<file path="config.mk">
export PLATFORM = sky130hd
export DESIGN_NAME = apb_requester
export DESIGN_NICKNAME = d
export VERILOG_FILES = /design/src/rtl/apb_requester.sv
export SDC_FILE = /design/constraint.sdc
export NUM_CORES = 1
export LEC_CHECK = 0
export ABC_AREA = 1
export ABC_CLOCK_PERIOD_IN_PS = 4230
export CAP_MARGIN = 20
export CORE_MARGIN = 4
export CORE_UTILIZATION = 35
export DETAILED_ROUTE_END_ITERATION = 7
export PLACE_DENSITY = 0.61
export SYNTH_ARGS = -nofsm -noshare
export SYNTH_HDL_FRONTEND = slang
export SYNTH_SLANG_ARGS = --single-unit
</file>
<file path="constraint.sdc">
create_clock -name PCLK -period 4.23 [get_ports PCLK]
set_input_delay 0.846 -clock PCLK [delete_from_list [all_inputs] [get_ports PCLK]]
set_output_delay 0.846 -clock PCLK [all_outputs]
set_load 0.01 [all_outputs]
</file>
<file path="src/rtl/apb_requester.sv">
`timescale 1ns/1ps
// -----------------------------------------------------------------------------
// apb_requester
//
// Queues read/write commands in a small FIFO and plays them out as APB
// transfers (IDLE -> SETUP -> ACCESS). Every transfer ends with a single-cycle
// rsp_valid pulse carrying read data and an error flag. A transfer whose
// completer never raises PREADY is aborted after TIMEOUT ACCESS cycles and
// reported as an error.
//
// Ports
//   PCLK, RESET        clock (rising edge) and asynchronous active-high reset
//   cmd_valid/ready    command handshake; cmd_ready reflects FIFO space
//   cmd_write          1 = write, 0 = read
//   cmd_addr/wdata     command address and write data
//   PSLEx, PENABLE     APB select / enable (registered)
//   PWRITE, PADDAR     APB direction / address (registered, held when idle)
//   PWDATA             APB write data (registered, held when idle)
//   PREADY, PSLVERR,   completer handshake, error and read data
//   PRDATA
//   rsp_valid          one-cycle completion pulse
//   rsp_rdata, rsp_err completion data (0 for writes and aborts) and error
//   busy               FSM not idle or commands still queued
// -----------------------------------------------------------------------------
module apb_requester #(
  parameter int ADDR_WIDTH = 4,
  parameter int DATA_WIDTH = 8,
  parameter int CMD_DEPTH  = 4,   // power of two, at least 2
  parameter int TIMEOUT    = 15   // ACCESS cycles allowed without PREADY
) (
  input  logic                  PCLK,
  input  logic                  RESET,
  input  logic                  cmd_valid,
  output logic                  cmd_ready,
  input  logic                  cmd_write,
  input  logic [ADDR_WIDTH-1:0] cmd_addr,
  input  logic [DATA_WIDTH-1:0] cmd_wdata,
  output logic                  PSLEx,
  output logic                  PENABLE,
  output logic                  PWRITE,
  output logic [ADDR_WIDTH-1:0] PADDAR,
  output logic [DATA_WIDTH-1:0] PWDATA,
  input  logic                  PREADY,
  input  logic                  PSLVERR,
  input  logic [DATA_WIDTH-1:0] PRDATA,
  output logic                  rsp_valid,
  output logic [DATA_WIDTH-1:0] rsp_rdata,
  output logic                  rsp_err,
  output logic                  busy
);

  localparam int PTR_W  = (CMD_DEPTH > 1) ? $clog2(CMD_DEPTH) : 1;
  localparam int CNT_W  = $clog2(CMD_DEPTH + 1);
  localparam int WAIT_W = (TIMEOUT > 1) ? $clog2(TIMEOUT) : 1;
  localparam int ENT_W  = 1 + ADDR_WIDTH + DATA_WIDTH;

  localparam logic [CNT_W-1:0]  DEPTH_C   = CNT_W'(CMD_DEPTH);
  // The wait counter holds the number of ACCESS cycles already spent without
  // PREADY; seeing this value on a further non-ready cycle means the current
  // cycle is the TIMEOUT-th one, so the transfer is aborted at its end.
  localparam logic [WAIT_W-1:0] WAIT_LAST = WAIT_W'(TIMEOUT - 1);

  typedef enum logic [1:0] {
    IDLE   = 2'd0,
    SETUP  = 2'd1,
    ACCESS = 2'd2
  } state_t;

  // ---------------------------------------------------------------------------
  // Command FIFO
  // ---------------------------------------------------------------------------
  logic [ENT_W-1:0]  mem [CMD_DEPTH];
  logic [PTR_W-1:0]  wr_ptr;
  logic [PTR_W-1:0]  rd_ptr;
  logic [CNT_W-1:0]  count;
  logic [ENT_W-1:0]  head;
  logic              push;
  logic              pop;
  logic              fifo_empty;

  // cmd_ready comes purely from the registered count, so a pop in the same
  // cycle never opens room for a push into a full FIFO.
  assign cmd_ready  = (count < DEPTH_C);
  assign push       = cmd_valid && cmd_ready;
  assign fifo_empty = (count == '0);
  assign head       = mem[rd_ptr];

  always_ff @(posedge PCLK or posedge RESET) begin
    if (RESET) begin
      wr_ptr <= '0;
      rd_ptr <= '0;
      count  <= '0;
    end else begin
      if (push) wr_ptr <= wr_ptr + PTR_W'(1);
      if (pop)  rd_ptr <= rd_ptr + PTR_W'(1);
      case ({push, pop})
        2'b10:   count <= count + CNT_W'(1);
        2'b01:   count <= count - CNT_W'(1);
        default: count <= count;
      endcase
    end
  end

  // Storage carries data only; emptiness is tracked by count, so it needs no reset.
  always_ff @(posedge PCLK) begin
    if (push) mem[wr_ptr] <= {cmd_write, cmd_addr, cmd_wdata};
  end

  // ---------------------------------------------------------------------------
  // Transfer FSM: next-state and next-output logic
  // ---------------------------------------------------------------------------
  state_t                state;
  state_t                state_nx;
  logic [WAIT_W-1:0]     wait_cnt;
  logic [WAIT_W-1:0]     wait_nx;
  logic                  psel_nx;
  logic                  penable_nx;
  logic                  pwrite_nx;
  logic [ADDR_WIDTH-1:0] paddr_nx;
  logic [DATA_WIDTH-1:0] pwdata_nx;
  logic                  rsp_valid_nx;
  logic                  rsp_err_nx;
  logic [DATA_WIDTH-1:0] rsp_rdata_nx;
  logic                  done;

  always_comb begin
    state_nx     = state;
    wait_nx      = wait_cnt;
    psel_nx      = PSLEx;
    penable_nx   = PENABLE;
    pwrite_nx    = PWRITE;
    paddr_nx     = PADDAR;
    pwdata_nx    = PWDATA;
    rsp_valid_nx = 1'b0;
    rsp_err_nx   = rsp_err;
    rsp_rdata_nx = rsp_rdata;
    pop          = 1'b0;
    done         = 1'b0;

    case (state)
      IDLE: begin
        psel_nx    = 1'b0;
        penable_nx = 1'b0;
        if (!fifo_empty) begin
          pop                              = 1'b1;
          {pwrite_nx, paddr_nx, pwdata_nx} = head;
          psel_nx                          = 1'b1;
          wait_nx                          = '0;
          state_nx                         = SETUP;
        end
      end

      SETUP: begin
        psel_nx    = 1'b1;
        penable_nx = 1'b1;
        state_nx   = ACCESS;
      end

      ACCESS: begin
        if (PREADY) begin
          done         = 1'b1;
          rsp_valid_nx = 1'b1;
          rsp_err_nx   = PSLVERR;
          rsp_rdata_nx = PWRITE ? '0 : PRDATA;
        end else if (wait_cnt == WAIT_LAST) begin
          done         = 1'b1;
          rsp_valid_nx = 1'b1;
          rsp_err_nx   = 1'b1;
          rsp_rdata_nx = '0;
        end else begin
          wait_nx = wait_cnt + WAIT_W'(1);
        end

        // A finishing transfer chains straight into the next SETUP when a
        // command is waiting, giving one transfer every two cycles.
        if (done) begin
          if (!fifo_empty) begin
            pop                              = 1'b1;
            {pwrite_nx, paddr_nx, pwdata_nx} = head;
            psel_nx                          = 1'b1;
            penable_nx                       = 1'b0;
            wait_nx                          = '0;
            state_nx                         = SETUP;
          end else begin
            psel_nx    = 1'b0;
            penable_nx = 1'b0;
            state_nx   = IDLE;
          end
        end
      end

      default: begin
        psel_nx    = 1'b0;
        penable_nx = 1'b0;
        state_nx   = IDLE;
      end
    endcase
  end

  // ---------------------------------------------------------------------------
  // Transfer FSM: state and registered APB / response outputs
  // ---------------------------------------------------------------------------
  always_ff @(posedge PCLK or posedge RESET) begin
    if (RESET) begin
      state     <= IDLE;
      wait_cnt  <= '0;
      PSLEx     <= 1'b0;
      PENABLE   <= 1'b0;
      PWRITE    <= 1'b0;
      PADDAR    <= '0;
      PWDATA    <= '0;
      rsp_valid <= 1'b0;
      rsp_err   <= 1'b0;
      rsp_rdata <= '0;
    end else begin
      state     <= state_nx;
      wait_cnt  <= wait_nx;
      PSLEx     <= psel_nx;
      PENABLE   <= penable_nx;
      PWRITE    <= pwrite_nx;
      PADDAR    <= paddr_nx;
      PWDATA    <= pwdata_nx;
      rsp_valid <= rsp_valid_nx;
      rsp_err   <= rsp_err_nx;
      rsp_rdata <= rsp_rdata_nx;
    end
  end

  assign busy = (state != IDLE) || !fifo_empty;

endmodule

</file>
Word level (Yosys, flattened, before mapping)
Memory sizes are Yosys's and may differ from the RTL's.
Index checks and enable logic that the tools add are counted.
{ "classes": {"n_addsub": 5, "n_lt_le_gt_ge": 1, "muxes": 38, "reduce_logical": 13, "n_eq_ne": 7} }
{ "op_table": {"columns": ["cell", "n"], "rows": [
  ["$mux 8", 5],
  ["$mux 4", 7],
  ["$pmux 4 s2", 2],
  ["$pmux 8 s2", 1],
  ["$mux 1", 15],
  ["$reduce_and 2->1", 4],
  ["$reduce_bool 2->1", 4],
  ["$pmux 1 s2", 3],
  ["$pmux 2 s3", 1],
  ["$pmux 3 s2", 1],
  ["$add 2x1->2 const B", 2],
  ["$add 4x1->4 const B", 1],
  ["$eq 2x1->1 const B", 2],
  ["$eq 2x2->1 const B", 2],
  ["$eq 4x4->1 const B", 1],
  ["$mux 2", 2],
  ["$ne 2x2->1 const B", 2],
  ["$add 3x1->3 const B", 1],
  ["$logic_not 3->1", 1],
  ["$lt 3x3->1 const B", 1],
  ["$pmux 1 s3", 1],
  ["$sub 3x1->3 const B", 1],
  ["$logic_not 2->1", 1],
  ["$logic_and 1x1->1", 1],
  ["other kinds (2)", 2]
]} }
{ "totals": {"ff_bits": 38, "out_inout_bits": 27, "mem_count": 1, "mem_bits_rw": 52, "in_bits": 26} }
{ "memory_table": {"columns": ["memory", "words", "word_bits", "read_ports", "rd_clocked_by_memory_dff", "write_ports", "line", "rtl"], "rows": [
  ["mem", 4, 13, 1, 0, 1, "72", "logic [ENT_W-1:0] mem [CMD_DEPTH];"]
]} }

Longest topological paths before layout
Gate-level depths: netlist (run 1).
{ "logic_depth": {"depth_word": 8, "ltp_mapped": 13, "depth_no_buf": 12} }

Worst setup path after synthesis (run 1)
No wires, ideal clock.
{ "synth_path": {"path_type": "input port to flip-flop", "start": "in PREADY", "end": "reg count[2]", "arrival_time_ps": 2296, "n_path_buf": 1, "required_time_ps": 4099, "stages": 11, "setup_slack_ps": 1803, "setup_ps": 131, "cell_sequence": "inv_1 nand3_4 inv_6 nor2_8 buf_12 ha_1 inv_1 fa_1 a21oi_1 o21ai_0 xor2_1"} }
{ "synth_via": {"elab_chain_cells": 6} }
{ "synth_lines": {"columns": ["item", "line", "rtl"], "rows": [
  ["start, declared", "43", "input logic PREADY,"],
  ["$mux 1 *", "160", "if (PREADY) begin"],
  ["$mux 1 *", "140", "case (state)"],
  ["$mux 1 *", "176", "if (done) begin"],
  ["$pmux 1 s2 *", "140", null],
  ["net pop", "78", "logic pop;"],
  ["$eq 2x1->1 / $eq 2x2->1 (equally long branches)", "96", "case ({push, pop})"],
  ["$pmux 3 s2 / $reduce_bool 2->1 (equally long branches)", null, null],
  ["end signal, assigned", "97", "2'b10: count <= count + CNT_W'(1);"],
  ["end signal, assigned", "98", "2'b01: count <= count - CNT_W'(1);"],
  ["end signal, assigned", "99", "default: count <= count;"],
  ["end, declared", "75", "logic [CNT_W-1:0] count;"]
]} }
The timed path passes the listed nets; every way through them passes the cells marked *. The select of a mux whose other input is x is not followed.
A chain may end at the register's enable or synchronous reset.

Worst setup path in the final report (run 1)
{ "layout_path": {"start": "in PREADY", "end": "reg count[2]"} }
{ "layout_via": {"elab_chain_cells": 6} }
{ "layout_lines": {"columns": ["item", "line"], "rows": [
  ["$mux 1 *", "160"],
  ["$mux 1 *", "140"],
  ["$mux 1 *", "176"],
  ["$pmux 1 s2 *", "140"],
  ["$eq 2x1->1 / $eq 2x2->1 (equally long branches)", "96"],
  ["$pmux 3 s2 / $reduce_bool 2->1 (equally long branches)", null]
]} }
Every way passes the cells marked *; elsewhere a longest branch is shown, timed or not. The select of a mux whose other input is x is not followed.

==> results of run 1 <==
==> Yosys cell counts <==
cell type and n:
nand2_1 96, nor2_1 60, edfxtp_1 52, dfrtp_1 38, o21ai_0 27, inv_1 20, o21ai_1 12, ha_1 7
nand3_1 7, nand2_2 5, buf_2 4, xor2_1 4, a21oi_1 3, nand3_4 3, buf_6 2, nand4_1 2
buf_12 1, buf_4 1, clkbuf_1 1, clkbuf_2 1, clkbuf_8 1, fa_1 1, inv_6 1, nand2_4 1
nand3_2 1, nor2_4 1, nor2_8 1, or2_2 1, xnor2_1 1
==> layout make-up <==
| type | instances | area [sq um] | area share |
|---|---|---|---|
| Clock buffer | 9 | 124 | 0.0265 |
| Inverter | 21 | 83.8 | 0.0180 |
| Tap cell | 136 | 170 | 0.0365 |
| Timing Repair Buffer | 57 | 558 | 0.120 |
| Multi-Input combinational cell | 233 | 1140 | 0.244 |
| Sequential cell | 90 | 2510 | 0.538 |
| Clock inverter | 7 | 81.3 | 0.0174 |
==> logic make-up (layout without fill, tap and decap cells) <==
kind of cell               count (synthesis)  count (layout)  synth area share
and+or+nand+nor                          178             178             0.203
DFF                                       90              90             0.657
AOI/OAI and AO/OA                         42              42            0.0549
buffers and inverters                     32              94            0.0461
adders and majority gates                  8               8            0.0281
xor gates and xnor gates                   5               5            0.0114
==> per-layer routing <==
layer	routed length, microns	part of all wire	up-vias
met5	0	0	-
met4	85	0.011	0
met3	330	0.045	8
met2	3490	0.47	55
met1	3500	0.47	1153
li1	-	-	1273
==> worst max-delay path: stages <==
cell and delay [ns]:
clkdlybuf4s50_1 0.50, inv_1 0.13, nand3_4 0.17, inv_6 0.06, nor2_8 0.21, ha_1 0.19
inv_1 0.06, fa_1 0.38, a21oi_1 0.15, o21ai_0 0.11, xor2_1 0.15
==> per-stage QoR <==
step | instances | setup slack (ns)
after floorplan | 355 | 1.80
after CTS | 553 | 1.52
after global routing | 553 | 1.32
final | 553 | 1.52
after detailed placement | 537 | 1.14
after global placement | 537 | 1.18
==> power breakdown <==
part	internal [mW]	leakage [nW]	total, mW	switching, mW
logic	0.498	0.895	1.19	0.693
clock network	0.236	0.103	0.585	0.349
registers	1.16	0.948	1.34	0.181
total	1.90	1.95	3.12	1.22
==> path summary, 6_finish.rpt <==
| kind | start | end | slack (ns) | cells after the start |
|---|---|---|---|---|
| worst min register to register | count[0] | count[0] | 0.47 | 1 |
| worst max register to register | wait_cnt[0] | count[2] | 1.87 | 12 |
| max in group asynchronous | RESET | wr_ptr[1] | 3.00 | 3 |
| worst min-delay path | count[0] | count[0] | 0.47 | 1 |
| min in group asynchronous | RESET | PWDATA[3] | 0.89 | 3 |
| worst max-delay path | PREADY | count[2] | 1.52 | 11 |
==> sequential cells by signal, indices dropped and copies added, names as in the netlist <==
signal	count
PWDATA	8
wr_ptr	2
rd_ptr	2
state	2
PADDAR	4
count	3
rsp_valid	1
mem	52
PSLEx	1
wait_cnt	4
rsp_err	1
PENABLE	1
PWRITE	1
rsp_rdata	8
==> summary.md, run 1 <==
| Metric | Value |
|---|---|
| Share of layout cells above drive strength 1 | `0.0839` |
| Leakage | `1.95 nW` |
| Fin. max-slew vios | `0` |
| Placer Congestion | `0.830` |
| 1st-pass router iterations | `4` |
| Core Box Area | `10500 sq um` |
| Post-CTS Hold Fix Bufs | `0` |
| Final Cycle Share | `0.642` |
| Post-synthesis sequential element count | `90` |
| Largest net degree at the start of global routing | `39` |
| Synth unique cells | `29` |
| FILL cells | `1024` |
| Final instance area | `4670 sq um` |
| Worst skew pair latency | `0.36 ns` |
| Area Growth Syn to Fin | `22.0%` |
| Fmax | `368 MHz` |
| Met1 Usage GRT | `0.165` |
| # clock sinks | `90` |
| Syn avg cell area | `10.8 sq um` |
| NumNets Final | `446` |
| RSZ-0062 raised after global routing | `false` |
| Synth top area share | `0.408` |
| IO Count | `53` |
| Port Buffers | `52` |
| Mapped Area | `3830 sq um` |
| Worst-path fanout max | `16` |
| CTS tree | `done` |
| Initial DRC count | `185` |
| Root buf cell | `clkbuf_8` |
| Routed Antenna Nets | `0` |
| Drt drc | `0` |
| Dpl cell area | `4460 sq um` |
| H-tree Lvls | `3` |
| Synth area leaders | `edfxtp_1, dfrtp_1, nand2_1` |
| # rows | `37` |
| Antenna diodes | `0` |
| Starting Density | `0.366` |
| Clock Pin Slew Worst Setup and Hold Paths | `0.10 ns` |
| Total Wirelength | `7410 microns` |
| First-pass GRT wire length | `12500 microns` |
| CP Launch Type | `primary input` |
| Vias in the first global route | `2492` |
| Max clock buf depth | `2` |
| Yosys warns | `0` |
| Final core occ | `0.446` |
| Power per cell area | `668 nW/um^2` |
| Post-CTS setup buffers | `0` |
| Synth area leader | `edfxtp_1` |
| Grt ovf | `0` |
| Post-DP HPWL | `5040 microns` |
| Die ar. | `12700 sq um` |
| Met2 usage | `0.193` |
| Register area share after synthesis | `0.657` |
| Via Count | `2489` |
| CP arrival | `2.96 ns` |
| Initial antenna violation count | `0` |
| Max-slew headroom | `0.377` |
| Worst IR drop on VDD | `0.312 mV` |
| # setup viols final | `0` |
| Synthesized instance count | `355` |
| Worst-Margin Slew | `0.935 ns` |
| Final Power | `3.12 mW` |
| Die span in x | `113 microns` |
| GRT Total Usage | `0.124` |
| Required time of the critical path | `4.47 ns` |
| Min-delay worst type | `reg2reg` |
| Most frequent cells in the layout | `nand2_1, nor2_1, clkdlybuf4s50_1, edfxtp_1, dfrtp_1` |
| Die Height | `113 microns` |
| Met3 GRT Util | `0.0394` |
| Final hold violations | `0` |
| Crit end category | `register` |
| Clk_skew | `0.0114 ns` |
| Worst hold margin | `0.468 ns` |
| Total CTS buffers | `9` |
| Synthesized Nets | `389` |
| Sum Neg Setup Slack | `0 ns` |
| Critical path class | `in2reg` |
| WL/cell | `13.4 microns` |
| Fin crit period | `2.71 ns` |
| GRT busiest layer | `met2` |
| Post_cts resized | `0` |
| Status | `completed` |
| Max-Cap Viols | `0` |
| Commonest non-fill, non-tap cell in the layout | `nand2_1` |
| Vias/cell | `4.50` |
Note: power is estimated with default switching activity, not from simulation.
==> run 2, diff against run 1 <==
--- a/config.mk
+++ b/config.mk
@@ -6,12 +6,12 @@
 export NUM_CORES = 1
 export LEC_CHECK = 0
 export ABC_AREA = 1
-export ABC_CLOCK_PERIOD_IN_PS = 4230
+export ABC_CLOCK_PERIOD_IN_PS = 2300
 export CAP_MARGIN = 20
 export CORE_MARGIN = 4
 export CORE_UTILIZATION = 35
 export DETAILED_ROUTE_END_ITERATION = 7
-export PLACE_DENSITY = 0.61
+export PLACE_DENSITY = 0.63
 export SYNTH_ARGS = -nofsm -noshare
 export SYNTH_HDL_FRONTEND = slang
 export SYNTH_SLANG_ARGS = --single-unit
==> constraint.sdc (replaced) <==
create_clock -name PCLK -period 2.3 [get_ports PCLK]
set_input_delay 0.46 -clock PCLK [delete_from_list [all_inputs] [get_ports PCLK]]
set_output_delay 0.46 -clock PCLK [all_outputs]
set_load 0.01 [all_outputs]
==> run 2 against run 1 <==
  * Sequential share of layout area fell by 0.39 points
  * Sequential cell count did not move
  * Utilization is 0.32 points higher
  * Clock-buffer cell count grew 1
  * Critical endpoint is now busy
  * Setup slack got worse by 1.4 ns
  * Clock skew is 0.0024 ns lower
  * Sequential power is 75% higher
  * Die area unchanged
  * Via count up 2.0%
  * Critical path depth is 6 lower
  * Global-route usage hardly changed
  * Largest cell class unchanged
  * Register-to-register slack worse by 1.7 ns
==> summary.md, run 2 (same netlist as run 1, synthesis figures left out) <==
| Metric | Value |
|---|---|
| Metal2 WL | `3590 microns` |
| Largest register FFs | `52` |
| Final hold violations | `0` |
| Final core occ | `0.449` |
| CP Launch Type | `register` |
| Hold path startpoint | `PADDAR[3]` |
| Clock network fraction of total power | `0.166` |
| Grt ovf | `0` |
| 1st-pass router iterations | `6` |
| Fin. max-slew vios | `0` |
| Clock Pin Slew Worst Setup and Hold Paths | `0.09 ns` |
| Fin crit period | `2.17 ns` |
| First-pass GRT wire length | `12600 microns` |
| Fmax | `462 MHz` |
| Worst IR drop on VDD | `0.509 mV` |
| Most frequent cells in the layout | `nand2_1, nor2_1, clkdlybuf4s50_1, edfxtp_1, dfrtp_1` |
| Post-DP HPWL | `4950 microns` |
| Vias in the first global route | `2544` |
| Drt drc | `0` |
| Worst skew pair latency | `0.35 ns` |
| NumNets Final | `454` |
| RSZ-0062 raised after global routing | `false` |
| Vias/cell | `4.52` |
| Net Sw Frac | `0.382` |
| Dpl cell area | `4520 sq um` |
| Final Power | `5.71 mW` |
| Largest net degree at the start of global routing | `39` |
| Required time of the critical path | `1.84 ns` |
| # setup viols final | `0` |
| Internal power | `3.52 mW` |
| Die span in x | `113 microns` |
| Seq pwr share | `0.411` |
| Die Height | `113 microns` |
| Via Count | `2538` |
| Routed Antenna Nets | `0` |
| Net Switching | `2.18 mW` |
| Final instance area | `4700 sq um` |
| Root buf cell | `clkbuf_8` |
| Initial DRC count | `177` |
| Min-delay worst type | `reg2reg` |
| Die ar. | `12700 sq um` |
| CP arrival | `1.71 ns` |
| Status | `completed` |
| Max-Cap Viols | `0` |
| H-tree Lvls | `3` |
| Top layer reached by signal wires | `met4` |
| Area Growth Syn to Fin | `22.9%` |
| Crit end category | `output port` |
| Max clock buf depth | `2` |
| Power per cell area | `1210 nW/um^2` |
| Final Cycle Share | `0.942` |
| Flop-to-flop setup slack | `0.17 ns` |
| Leakage | `1.97 nW` |
| Worst r2r dst | `count[2]` |
| Initial antenna violation count | `0` |
| Clk_skew | `0.00905 ns` |
| Gate power share | `0.423` |
| GRT Total Usage | `0.124` |
| Total CTS buffers | `9` |
| Hold EP | `PADDAR[3]` |
| Critical path class | `reg2out` |
| # rows | `37` |
| Total Wirelength | `7530 microns` |
| R2R cell count | `12` |
| Placer Congestion | `0.831` |
| # clock sinks | `90` |
| Worst-path fanout max | `5` |
| Sum Neg Setup Slack | `0 ns` |
| Biggest register | `mem` |
| FILL cells | `996` |
| Starting Density | `0.366` |
| Antenna diodes | `0` |
| Met3 routed WL | `432 microns` |
| Wl on met1 | `3410 microns` |
| CTS tree | `done` |
| Hold Path Stages | `2` |
| Worst-Margin Slew | `0.745 ns` |
| Commonest non-fill, non-tap cell in the layout | `nand2_1` |
| Top Registers | `mem: 52 flops, PWDATA: 8 flops, rsp_rdata: 8 flops` |
| Port Buffers | `52` |
| IO Count | `53` |
| Reg-to-reg startpoint | `wait_cnt[0]` |
| Max-slew headroom | `0.503` |
| Post-CTS Hold Fix Bufs | `0` |
| Share of layout cells above drive strength 1 | `0.104` |
| WL/cell | `13.4 microns` |
| Core Box Area | `10500 sq um` |
-- run 2: cell count changes in the layout (fill, tap and decap cells not counted), moves of 2 or more --
cell,delta
inv_2,+2
inv_8,-2
inv_1,-2
clkinv_8,-2
buf_4,+8
clkinv_2,+2
-- run 2: final cells by class --
class / instances / area [sq um] / share of cell area
sequential: 90 / 2510 / 0.534
inverter: 21 / 83.8 / 0.0178
multi-input combinational: 233 / 1140 / 0.244
clock inverter: 6 / 43.8 / 0.00932
tap: 136 / 170 / 0.0362
timing repair buffer: 65 / 618 / 0.131
clock buffer: 10 / 128 / 0.0271
-- run 2: power groups by stage --
| stage | Combinational [mW] | Sequential [mW] | Clock [mW] |
|---|---|---|---|
| 6_report | 2.41 | 2.35 | 0.948 |
| 2_1_floorplan | 1.56 | 2.43 | 0 |
| 4_1_cts | 2.45 | 2.35 | 0.987 |
| 5_1_grt | 2.76 | 2.40 | 1.05 |
| 3_3_place_gp | 2.38 | 2.37 | 0 |
| 3_5_place_dp | 2.45 | 2.38 | 0 |
-- run 2: worst max-delay path by stage --
stage / startpoint / to / slack [ns] / depth (start not counted)
floorplan: wait_cnt[0] / count[2] / 0.08 / 13
global placement: PREADY / count[2] / -0.07 / 11
detailed placement: PREADY / count[2] / -0.08 / 11
CTS: count[0] / busy / 0.02 / 5
global route: count[1] / busy / 0.01 / 5
finish: count[1] / busy / 0.13 / 5
-- run 2: worst max-delay path, stage by stage (launching register included) --
cell and delay, ns:
dfrtp_1 0.39, inv_1 0.16, nand3_4 0.15, inv_1 0.10
nand3_1 0.07, clkdlybuf4s50_1 0.50
-- run 2: what timing repair did --
action / in CTS / in global routing
resized for setup: 0 / 3
setup buffers: 0 / 0
setup endpoints to repair: 0 / 1
endpoints found under the hold margin: 0 / 0
-- run 2: routing by layer --
layer  vias to the layer above  global-route usage
met4                         0              0.0417
met3                         8              0.0323
met2                        61               0.203
li1                       1283                   -
met5                         -                   0
met1                      1186               0.159
-- run 2: per-stage QoR --
step	cells	worst slack, ns	hold slack, ns
6_report	561	0.134	0.484
5_1_grt	561	0.0117	0.511
4_1_cts	561	0.0214	0.474
3_5_place_dp	545	-0.0792	0.456
3_3_place_gp	545	-0.0682	0.458
2_1_floorplan	355	0.0788	0.437
==> edit 1 (flow settings as in run 2) <==
The 3 states of `state_t` get a one-hot encoding in 3 bits.
--- a/src/rtl/apb_requester.sv
+++ b/src/rtl/apb_requester.sv
@@ -61,8 +61,8 @@
   localparam logic [WAIT_W-1:0] WAIT_LAST = WAIT_W'(TIMEOUT - 1);
 
-  typedef enum logic [1:0] {
-    IDLE   = 2'd0,
-    SETUP  = 2'd1,
-    ACCESS = 2'd2
+  typedef enum logic [2:0] {
+    IDLE   = 3'b001,
+    SETUP  = 3'b010,
+    ACCESS = 3'b100
   } state_t;
 
Formal check against the unedited RTL: no difference found for any inputs over 10 cycles, from zero or initial values and one cycle with RESET high; not proved beyond that.
==> edit 1 against run 2 <==
- cell area grew 0.72%
- wire length is essentially flat
- maximum frequency shrank 0.67%
- clock power increased by 24%
- synthesized cell count shrank 4.5%
- die area decreased by 1.2%
- total power grew 4.8%
- critical path depth fell by 1
- sequential cell count rose by 1
- via count increased by 0.32%
- core utilization is 0.52 points higher
- sequential power grew 4%
- worst setup slack worse by 0.015 ns
- area after synthesis decreased by 1.2%
- critical path type unchanged
- largest cell class unchanged
- largest power group is now sequential cells
==> edit 1: results (changes against run 2) <==
Run status
  • Status: completed

GRT
  • Met1 usage: 15.75% (-0.11 points)
  • Pin count of the biggest net entering global routing: 40 (+2.6%)
  • Vias in the first global route: 2,556 (+0.47%)
  • GRT Util Overall: 12.50% (+0.13 points)
  • First-pass GRT wire length: 12.61 mm (+0.44%)
  • GR Layer Usage met2: 21.46% (+1.1 points)
  • Met3 Use GR: 3.424% (+0.19 points)

Yosys
  • Compound-Gate Fraction of Synth Area: 8.113% (+2.6 points)
  • Async SR Flop Fraction: 42.86% (+0.63 points)
  • Post-synthesis instance total: 339 (-4.5%)
  • Synth Area in XOR/XNOR: 1.159% (+0.014 points)
  • Sequential cell area fraction in the yosys report: 67.19% (+1.5 points)
  • Post-Synth Adder-Cell Area: 2.848% (+0.035 points)
  • Post-synth cell types: 30 (+3.4%)
  • Count of warnings emitted by yosys: 0 (unchanged)
  • Syn_nets: 373 (-4.1%)
  • Synth top area cells: edfxtp_1 (41%), dfrtp_1 (25%), nand2_1 (6.7%), o21ai_0 (5.3%), nor2_1 (4.3%)
  • Synth top cells by count: nand2_1 (67), edfxtp_1 (52), nor2_1 (43), o21ai_0 (40), dfrtp_1 (38)

Detailed routing
  • Top sig layer: met4
  • Metal2 WL: 3.820 mm (+6.6%)
  • Iter 0 DRT Violations: 140 (-21%)
  • Met3 wire len: 326 um (-25%)
  • M1 WL: 3.323 mm (-2.6%)
  • Vias: 2,546 (+0.32%)
  • Number of iterations in the first detailed-routing pass: 4 (-2)
  • WL/cell: 13.82 um (+2.9%)

Power
  • Lkg Pwr: 0.001960 uW (-0.26%)
  • Sw Pwr: 2199 uW (+0.74%)
  • Worst vdd ir: 0.4502 mV (-11%)
  • Pwr per Cell Area: 1263 nW/um^2 (+4.1%)
  • Clock Power Share: 19.8% (+3.2 points)
  • Combinational power: 2350 uW (-2%)

Critical path
  • Crit path from: state[0]$_DFFE_PP1P_
  • R2R depth: 12 (unchanged)
  • R2R setup slack: 0.19 ns (+0.02 ns)
  • Crit path DAT: approximately 1.7 ns

Min path
  • Hold Path Cell Cnt: 1 (-1)
  • Hold Startpoint: count[0]$_DFFE_PP0P_
  • WHS Endpoint: count[0]$_DFFE_PP0P_

Timing
  • Worst Hold Slack: 0.4735 ns (-0.01094 ns)
  • Pin slew with the least headroom to its limit: 0.7974 ns (+0.05263 ns)
  • Period utilization: 94.80% (+0.63 points)
  • Worst-case clock skew: 0.01007 ns (+0.001016 ns)

Placed design
  • Pre-CTS setup slack: -0.02522 ns (+0.05400 ns)
  • DP Area: 4509 um^2 (-0.28%)
  • HPWL Detailed: 5.000 mm (+0.92%)
  • Final RePlAce weighted congestion: 0.7845 (-5.5%)
  • Placed instance count: 529 (-2.9%)

Clocking
  • Clock Tree Buf Depth: 2 (unchanged)
  • Number of CTS-inserted buffers: 9 (unchanged)

Final layout
  • # diodes: 0 (unchanged)
  • Layout Cells excl Fill: 545 (-2.9%)
  • Net count, final: 438 (-3.5%)
  • Share of layout cells above drive strength 1: 10.27% (-0.084 points)
edit 1: final cells by class:
class	instances	area (um^2)
multi-input combinational	210	1081
tap	136	170.2
inverter	27	103.9
timing repair buffer	65	618.1
sequential	91	2539
fill	969	5682
clock buffer	9	123.9
clock inverter	7	98.84
edit 1: kinds of logic after synthesis:
logic type,Yosys count
buffers and inverters,38
XOR/XNOR,5
adder cells (fa/ha/maj),8
AND/OR/NAND/NOR,140
AO/OA/AOI/OAI,57
flip-flops,91
edit 1: repair_timing:
action / 4_1_cts / 5_1_grt
resized for setup: 0 / 1
endpoints found under the setup margin: 0 / 1
buffers inserted: 0 / 0
hold endpoints to repair: 0 / 0
edit 1: critical path, stage by stage, from the launching register on:
cell             delay, ns
dfstp_2               0.58
nand2_1               0.06
nor2_1                0.09
nand2_1               0.14
clkdlybuf4s50_1       0.51
==> edit 2 (flow settings as in run 2) <==
Without the edit above. The parameter `ADDR_WIDTH` goes from 4 to 6.
--- a/src/rtl/apb_requester.sv
+++ b/src/rtl/apb_requester.sv
@@ -24,5 +24,5 @@
 // -----------------------------------------------------------------------------
 module apb_requester #(
-  parameter int ADDR_WIDTH = 4,
+  parameter int ADDR_WIDTH = 6,
   parameter int DATA_WIDTH = 8,
   parameter int CMD_DEPTH  = 4,   // power of two, at least 2
Ports: changed (resized PADDAR and cmd_addr); port bits go from 53 to 57. No check against the original RTL was run, so the function may have changed too.
==> edit 2 against run 2 <==
- die area is 6.6% higher
- wire length increased by 7.6%
- worst setup slack gained 0.063 ns
- sequential cell count rose by 10
- area after synthesis up 7.1%
- cell area is 9.6% higher
- total power grew 15%
- via count grew 9.1%
- synthesized cell count rose by 5.1%
- largest cell class unchanged
==> edit 2: results (changes against run 2) <==
Final layout
  • Logic inverters: 24 (+14%)
  • Sequential cell area: 2803 um^2 (+12%)
  • # diodes: 0 (unchanged)
  • Buffering overhead: 12.92% (-0.23 points)
  • Clock buf/inv share: 5.538% (+1.9 points)
  • Finished Core Util: 45.11% (+0.18 points)
  • Comb_multi_in: 235 (+0.86%)
  • Largest regs: mem (60), PWDATA (8), rsp_rdata (8)
  • Share of layout cells above drive strength 1: 8.539% (-1.8 points)
  • Layout Cells excl Fill: 588 (+4.8%)
  • Filler cells: 1,086 (+9.0%)
  • Multi-input gate area: 1129 um^2 (-1.4%)

Critical path
  • Worst Path Max Fanout: 4 (-1)
  • Crit Path Category: flop to flop
  • Slowest-stage cell, CP: dfrtp_1
  • CP max stage delay: 0.41 ns (-0.09 ns)
  • Crit path from: wait_cnt[0]$_DFFE_PP0P_
  • Top delay family on crit path: adder cells
  • R2R setup slack: 0.20 ns (+0.03 ns)

Timing
  • Fin crit period: 2.103 ns (-0.06269 ns)
  • Worst Hold Slack: 0.4698 ns (-0.01462 ns)
  • Worst-case clock skew: 0.007137 ns (-0.001915 ns)

Yosys
  • Syn_nets: 409 (+5.1%)
  • Async SR Flop Fraction: 40.00% (-2.2 points)
  • Sequential cell area fraction in the yosys report: 68.38% (+2.7 points)
  • Synth top cells by count: nand2_1 (81), edfxtp_1 (60), nor2_1 (58), o21ai_0 (57), dfrtp_1 (40)
  • Post-synthesis instance total: 373 (+5.1%)
  • Synth Area in XOR/XNOR: 1.068% (-0.076 points)
  • EDFF count, synth: 60 (+15%)
  • Post-synth cell types: 23 (-21%)

Clocking
  • CTS root buffer: clkbuf_16
  • Worst skew pair latency: 0.33 ns (-0.02 ns)
  • Clock transition at path regs: 0.07 ns (-0.02 ns)
  • TritonCTS Sinks: 100 (+11%)

Power
  • Lkg Pwr: 0.002118 uW (+7.7%)
  • Worst vdd ir: 0.5816 mV (+14%)

Detailed routing
  • Routed Wire Length: 8.107 mm (+7.6%)
  • Via density: 4.711 (+4.1%)
  • Number of iterations in the first detailed-routing pass: 4 (-2)

Placed design
  • HPWL Detailed: 5.399 mm (+9.0%)
  • Port buffer count: 56 (+7.7%)
  • Placed instance count: 572 (+5.0%)
  • DP Area: 4866 um^2 (+7.6%)
  • Pre-CTS setup slack: -0.009106 ns (+0.07012 ns)
  • Final RePlAce weighted congestion: 0.8154 (-1.8%)

GRT
  • Pin count of the biggest net entering global routing: 41 (+5.1%)
  • Vias in the first global route: 2,803 (+10%)
  • First-pass GRT wire length: 13.84 mm (+10%)
  • GRT Util Overall: 13.08% (+0.72 points)

Min path
  • Hold Startpoint: PWDATA[5]$_DFFE_PP0P_
  • WHS Endpoint: PWDATA[5]$_DFFE_PP0P_

Run status
  • Status: completed
edit 2: changes by cell type after synthesis, moves of 5 or more:
cell | before | now
o21ai_1 | 12 | 2
clkbuf_1 | 1 | 7
nand2_1 | 96 | 81
edfxtp_1 | 52 | 60
nand3_1 | 7 | 14
o21ai_0 | 27 | 57
nand2_2 | 5 | 0
edit 2: where the power goes:
group,switching [uW],internal [uW]
Clock,673,757
Combinational,1460,1040
Sequential,238,2410
edit 2: cells by family (layout without fill, tap and decap cells):
| family | after synthesis | in the layout |
|---|---|---|
| xor gates and xnor gates | 5 | 5 |
| buffers and inverters | 38 | 110 |
| adders and majority gates | 8 | 8 |
| and+or+nand+nor | 160 | 160 |
| AOI/OAI and AO/OA | 62 | 62 |
| DFF | 100 | 100 |
edit 2: layer usage:
layer | global-route usage [%] | vias up | routed length (um)
met3 | 4.145 | 4 | 524
met5 | 0 | - | 0
met2 | 21.74 | 60 | 3857
met1 | 16.86 | 1331 | 3675
li1 | - | 1375 | -
met4 | 2.939 | 0 | 50
